## src/rtl/store_buffer.sv

```systemverilog
// Store buffer: circular FIFO of committed stores draining to data memory in order,
// with a word-granular address match that stalls younger loads to pending stores.
module store_buffer #(
    parameter int unsigned DEPTH = 4
) (
    input  logic                     clk,
    input  logic                     reset,
    input  logic                     st_valid,
    input  logic [31:0]              st_addr,
    input  logic [31:0]              st_data,
    input  logic [1:0]               st_op,
    input  logic [31:0]              st_pc,
    output logic                     st_ready,
    output logic                     dm_wr_en,
    output logic [31:0]              dm_addr,
    output logic [31:0]              dm_data,
    output logic [1:0]               dm_op,
    output logic [31:0]              dm_pc,
    input  logic                     dm_ready,
    input  logic                     ld_valid,
    input  logic [31:0]              ld_addr,
    output logic                     ld_hazard,
    output logic [$clog2(DEPTH):0]   count
);

    localparam int unsigned PW = $clog2(DEPTH);
    localparam int unsigned CW = PW + 1;
    localparam logic [CW-1:0] FULL = CW'(DEPTH);

    logic [31:0]      r_addr [DEPTH];
    logic [31:0]      r_data [DEPTH];
    logic [1:0]       r_op   [DEPTH];
    logic [31:0]      r_pc   [DEPTH];
    logic [DEPTH-1:0] r_vld;
    logic [PW-1:0]    r_head;
    logic [PW-1:0]    r_tail;
    logic [CW-1:0]    r_count;

    logic w_push;
    logic w_pop;
    logic w_match;

    assign st_ready = (r_count < FULL);
    assign dm_wr_en = (r_count != '0);
    assign w_push   = st_valid && st_ready;
    assign w_pop    = dm_wr_en && dm_ready;
    assign count    = r_count;

    assign dm_addr = dm_wr_en ? r_addr[r_head] : 32'h0;
    assign dm_data = dm_wr_en ? r_data[r_head] : 32'h0;
    assign dm_op   = dm_wr_en ? r_op[r_head]   : 2'b00;
    assign dm_pc   = dm_wr_en ? r_pc[r_head]   : 32'h0;

    // Entry payload carries no reset; validity is tracked by r_vld and the pointers.
    always_ff @(posedge clk) begin
        if (w_push) begin
            r_addr[r_tail] <= st_addr;
            r_data[r_tail] <= st_data;
            r_op[r_tail]   <= st_op;
            r_pc[r_tail]   <= st_pc;
        end
    end

    always_ff @(posedge clk or posedge reset) begin
        if (reset) begin
            r_head  <= '0;
            r_tail  <= '0;
            r_count <= '0;
            r_vld   <= '0;
        end else begin
            if (w_push) begin
                r_tail        <= r_tail + 1'b1;
                r_vld[r_tail] <= 1'b1;
            end
            if (w_pop) begin
                r_head        <= r_head + 1'b1;
                r_vld[r_head] <= 1'b0;
            end
            unique case ({w_push, w_pop})
                2'b10:   r_count <= r_count + 1'b1;
                2'b01:   r_count <= r_count - 1'b1;
                default: r_count <= r_count;
            endcase
        end
    end

    // The head being popped this cycle is still valid, so it still raises a hazard.
    always_comb begin
        w_match = 1'b0;
        for (int i = 0; i < DEPTH; i++) begin
            if (r_vld[i] && (r_addr[i][31:2] == ld_addr[31:2])) begin
                w_match = 1'b1;
            end
        end
    end

    assign ld_hazard = ld_valid && w_match;

endmodule

```

## config.mk

```make
export PLATFORM = sky130hd
export DESIGN_NAME = store_buffer
export DESIGN_NICKNAME = d
export VERILOG_FILES = /design/src/rtl/store_buffer.sv
export SDC_FILE = /design/constraint.sdc
export NUM_CORES = 1
export LEC_CHECK = 0
export ABC_AREA = 1
export ABC_CLOCK_PERIOD_IN_PS = 7000
export CAP_MARGIN = 10
export CORE_MARGIN = 1.5
export CORE_UTILIZATION = 30
export DETAILED_ROUTE_END_ITERATION = 10
export GPL_TIMING_DRIVEN = 0
export RECOVER_POWER = 50
export SYNTH_ARGS = -nofsm -noshare
export SYNTH_HDL_FRONTEND = slang
export SYNTH_SLANG_ARGS = --single-unit
```

## constraint.sdc

```tcl
create_clock -name clk -period 7 [get_ports clk]
set_clock_uncertainty 0.15 [all_clocks]
set_input_delay 1.4 -clock clk [delete_from_list [all_inputs] [get_ports clk]]
set_output_delay 1.4 -clock clk [all_outputs]
set_load 0.02 [all_outputs]
```

======== Yosys cells after proc, flatten, opt, wreduce, memory -nomap -nowiden ========
Memories as Yosys holds them, arrays and structs flattened.
Cells that the tools add are included.
Widths: inputs -> output; s select.
storage, ports and cells
  register bits ........................... 11
  memory bits (writable) .................. 392
  input bits .............................. 135
  output and inout port bits .............. 104
  logic and storage cells ................. 54
  memories kept ........................... 4
memory list
  memory  depth  width  read ports  clocked after Yosys merged registers in  write ports  line  source
  r_addr  4      32     5           0                                        1            30    logic [31:0] r_addr [DEPTH];
  r_data  4      32     1           0                                        1            31    logic [31:0] r_data [DEPTH];
  r_pc    4      32     1           0                                        1            33    logic [31:0] r_pc [DEPTH];
  r_op    4      2      1           0                                        1            32    logic [1:0] r_op [DEPTH];
cells by class
  $add $sub $neg .......................... 4
  $lt $le $gt $ge ......................... 5
  equality and inequality tests ........... 6
  mux-type cells .......................... 17
  bitwise gates (word level) .............. 3
  reduce and logical (&&, ||, !) cells .... 11
operators by type and width
  cell                 count
  $eq 30x30->1         4
  $mux 32              3
  $logic_and 1x1->1    9
  $mux 1               8
  $mux 4               2
  $lt 2x3->1 const B   2
  $pmux 3 s2           1
  $add 2x1->2 const B  2
  $and 4x4->4          1
  $demux 1 s2          2
  $ge 2x1->1 const B   2
  $not 4->4            1
  $or 4x4->4           1
  $add 3x1->3 const B  1
  $lt 3x3->1 const B   1
  $reduce_bool 3->1    1
  $sub 3x1->3 const B  1
  $eq 2x1->1 const B   1
  $eq 2x2->1 const B   1
  $mux 2               1
  $reduce_bool 2->1    1

======== Longest topological paths before layout ========
  depth after elaboration ................. 8
  gate-level depth with buffers ........... 13
  mapped depth without buffers ............ 12

======== Least setup slack after synthesis ========
OpenSTA, ideal clock, no wires.
  path type ............................... input-to-reg
  start ................................... input port st_valid
  end ..................................... memory r_addr[0][0] (enable)
  library setup time ...................... 0.558 ns
  arrival time ............................ 5.702 ns
  data required time ...................... 6.292 ns
  slack ................................... 0.591 ns
  stages on the path ...................... 2
  buffers on the path ..................... 0
  cells stage by stage .................... nand2_1 -> nor2_1
on the way
  cells in the longest elaborated chain, start to end .. 3
ends and longest elaborated chain
  item                          line  source
  from (decl)                   8     input logic st_valid,
  $logic_and 1x1->1             45    assign w_push = st_valid && st_ready;
  $mux 1                        56    if (w_push) begin
  $mux 1 (implied by the code)  57    r_addr[r_tail] <= st_addr;
  to (decl)                     30
No other way between the ends.

======== Worst setup path after layout ========
  start ................................... register r_head[0]
  end ..................................... output port dm_addr[20]
on the way
  cells in the longest elaborated chain, start to end .. 2
ends and longest elaborated chain
  item                    line  source
  from (decl)             35    logic [PW-1:0] r_head;
  from (signal assigned)  76    r_head <= r_head + 1'b1;
  $mem_v2 4x32            n/a
  $mux 32                 49    assign dm_addr = dm_wr_en ? r_addr[r_head] : 32'h0;
  to (decl)               15    output logic [31:0] dm_addr,
No other way between the ends.

==> results.md <==
- Hold Crit Class: reg -> reg
- Yosys reg bits: 403
- CP arrival: 3.96 ns
- Drt first pass iters: 8
- Port Buffers: 229
- Sw Ratio: 39.68%
- Leak pwr: 8.509 nW
- Critical path class: reg -> out
- Final setup fails: 0
- Routed len/inst: 21.06 microns
- Die Ht: 246.7 microns
- Crit path top cell by count: clkbuf_1
- Fin. max-slew vios: 50
- Vias in the first global route: 13,310
- Hold path start: r_vld[0]
- Met2 GRT Util: 31.88%
- Total CTS buffers: 47
- DRT antenna net count: 0
- Cts repair resizes: 0
- Share of layout cells above drive strength 1: 6.854%
- Total power draw: 0.01010 W
- Share of the synthesized area in the top cell type: 66.05%
- Critical path startpoint category: flop
- Outcome: finished with violations
- Total number of vias: 13,450
- Worst R2R Start: count[2]
- Met3 usage: 5.231%
- Crit path capture type: output pin
- Die footprint: 60,880 sq um
- Syn Area/Cell: 10.50 sq um
- Mapped Area: 17,820 sq um
- Sequential Power Share: 31.1%
- Die Wd: 246.7 microns
- Worst vdd ir: 0.3050 mV
- Hold_ws: 0.3459 ns
- Final Hold Fails: 0
- Sw power: 0.004010 W
- Fill cell count: 5,688
- Worst-Margin Slew: 1.822 ns
- Register area share after synthesis: 67.59%
- Worst-path fanout max: 10
- Slowest cell delay on critical path: 0.70 ns
- Grt peak-use layer: met2
- Row cnt: 89
- Synth area leader: edfxtp_1
- First-pass GRT wire length: 85,930 microns
- Clock sinks: 403
- CTS tree: built
- CTS root buf: clkbuf_16
- Internal Pwr Total: 0.006094 W
- Tmin final: 5.508 ns
- Initial Util: 30.25%
- Boundary pin count: 239
- Pwr dens: 441.0 nW/um^2
- Postcts setup bufs: 0
- Number of antenna violations at the first check in global routing: 20
- YS warnings: 0
- CTS clk-pin slew, worst paths: 0.06 ns
- Clock tree buffer depth: 3
- Core ar.: 58,910 sq um
- Most common cell after layout, fill and taps aside: edfxtp_1
- Mapped Cells: 1,697
- Critical Path RT: 5.45 ns
- Final WL: 59,090 microns
- Critical-path top delay cell: clkdlybuf4s50_1
- Critical path launch point: r_head[0]
- Worst skew pair latency: 0.57 ns
- Placer Congestion: 0.9279
- Sequence of cells on the critical path: buf_4, inv_4, clkbuf_1, clkbuf_1, o21ai_0, a21oi_1, clkdlybuf4s50_1
- Buf/Inv on CP: 5
- Place WS: 1.780 ns
- Tot GR Track Use: 19.26%
- RSZ-0062 raised after global routing: no
- Maximum Capacitance Violations: 3
- DRC: 0
- Synth cell types: 26
- Post-route clock period utilization: 78.68%
- Area growth, synth to finish: 28.55%
- Syn Nets: 1,842
- Achievable Freq: 181.6 MHz
- Max_slew headroom: -21.47%
- Final WS setup: 1.492 ns
- H-tree levels: 2
- GRT overflow: 0
- Critical path's top delay family: buffers and inverters
- Violated checks: capacitance limit, slew limit
- Clock power frac: 24.5%
- Largest net degree at the start of global routing: 29
- Gate power share: 44.5%
- HPWL after DPL: 41,220 microns
- Most frequent cells in the layout: 392 x edfxtp_1, 339 x nor2_1, 274 x nand2_1, 194 x o21ai_0, 167 x inv_1
- Avg Vias per Cell: 4.794
- Met1 Use GR: 24.53%
- Post-layout nets: 2,136
- Initial drt markers: 1,149
- Hold-fix buffers at CTS: 0
- Top cells by area, synth: edfxtp_1 66%, nor2_1 7.1%, nand2_1 5.8%, o21ai_0 5.4%, a21oi_1 4.1%
## cells in the mapped netlist (all sizes together)
cell    count
dfrtp      11
fa          1
a21oi     147
o21ai     207
a21boi      3
clkbuf     40
xor2        7
nor3        1
nand3       3
nand4      14
o211ai      5
nor2      339
inv       171
edfxtp    392
buf        41
xnor2      32
ha          9
nand2     274
## routing by layer
metal | wire (microns) | part of all wire [%]
met4 | 1343 | 2.3
met5 | 181 | 0.31
met3 | 5018 | 8.5
met2 | 27990 | 47
met1 | 24550 | 42
## power by group through the flow
| stage | Combinational, W | Clock (W) | Sequential, W |
|---|---|---|---|
| global placement | 0.00445 | 0 | 0.00329 |
| CTS | 0.00460 | 0.00253 | 0.00313 |
| detailed placement | 0.00457 | 0 | 0.00318 |
| global route | 0.00486 | 0.00262 | 0.00316 |
| finish | 0.00449 | 0.00247 | 0.00314 |
| floorplan | 0.00231 | 0 | 0.00321 |
## cells by family after synthesis
logic type / count (synthesis) / synth area share, %
DFF: 403 / 67.59
adders and majority gates: 10 / 0.7442
AOI/OAI and AO/OA: 362 / 10.28
and+or+nand+nor: 631 / 13.58
buffers and inverters: 252 / 5.890
xor gates and xnor gates: 39 / 1.917
## state kept, by name, summed over array words and instances, names as in the netlist
signal / cells
r_vld: 4
r_data: 128
r_op: 8
r_tail: 2
r_pc: 128
r_addr: 128
count: 3
r_head: 2
## cell type report
class | instances | area [sq um] | area share, %
Clock inverter | 32 | 349.1 | 1.524
Clock buffer | 54 | 1202 | 5.248
Buffer | 81 | 397.9 | 1.737
Sequential cell | 403 | 12050 | 52.58
Timing Repair Buffer | 245 | 2564 | 11.19
Tap cell | 773 | 967.2 | 4.222
Inverter | 171 | 644.4 | 2.813
Antenna cell | 5 | 12.51 | 0.05461
Multi-Input combinational cell | 1042 | 4726 | 20.63
## tightest hold or removal path, stage by stage, from the launching register on
cell     delay (ns)
dfrtp_1        0.35
o21ai_1        0.07
inv_1          0.04
## per-stage QoR
step / cells / util, % / setup TNS (ns) / instance area [sq um]
final: 2806 / 38.89 / 0 / 22910
after global routing: 2803 / 38.88 / 0 / 22900
after CTS: 2801 / 39.03 / 0 / 22990
after detailed placement: 2715 / 36.39 / 0 / 21440
after global placement: 2699 / 35.79 / -1617.80 / 21080
after floorplan: 1697 / - / 0 / 17820
## worst paths after layout
path                                      end  slack [ns]  cells past startpoint
min in group asynchronous            count[2]        1.13                      2
max in group asynchronous            r_vld[2]        5.25                      2
worst min-delay path                 r_vld[0]        0.35                      2
worst max-delay path              dm_addr[20]        1.49                      7
worst min register to register       r_vld[0]        0.35                      2
worst max register to register  r_data[2][16]        3.19                      5
(Power assumes the default switching activity.)
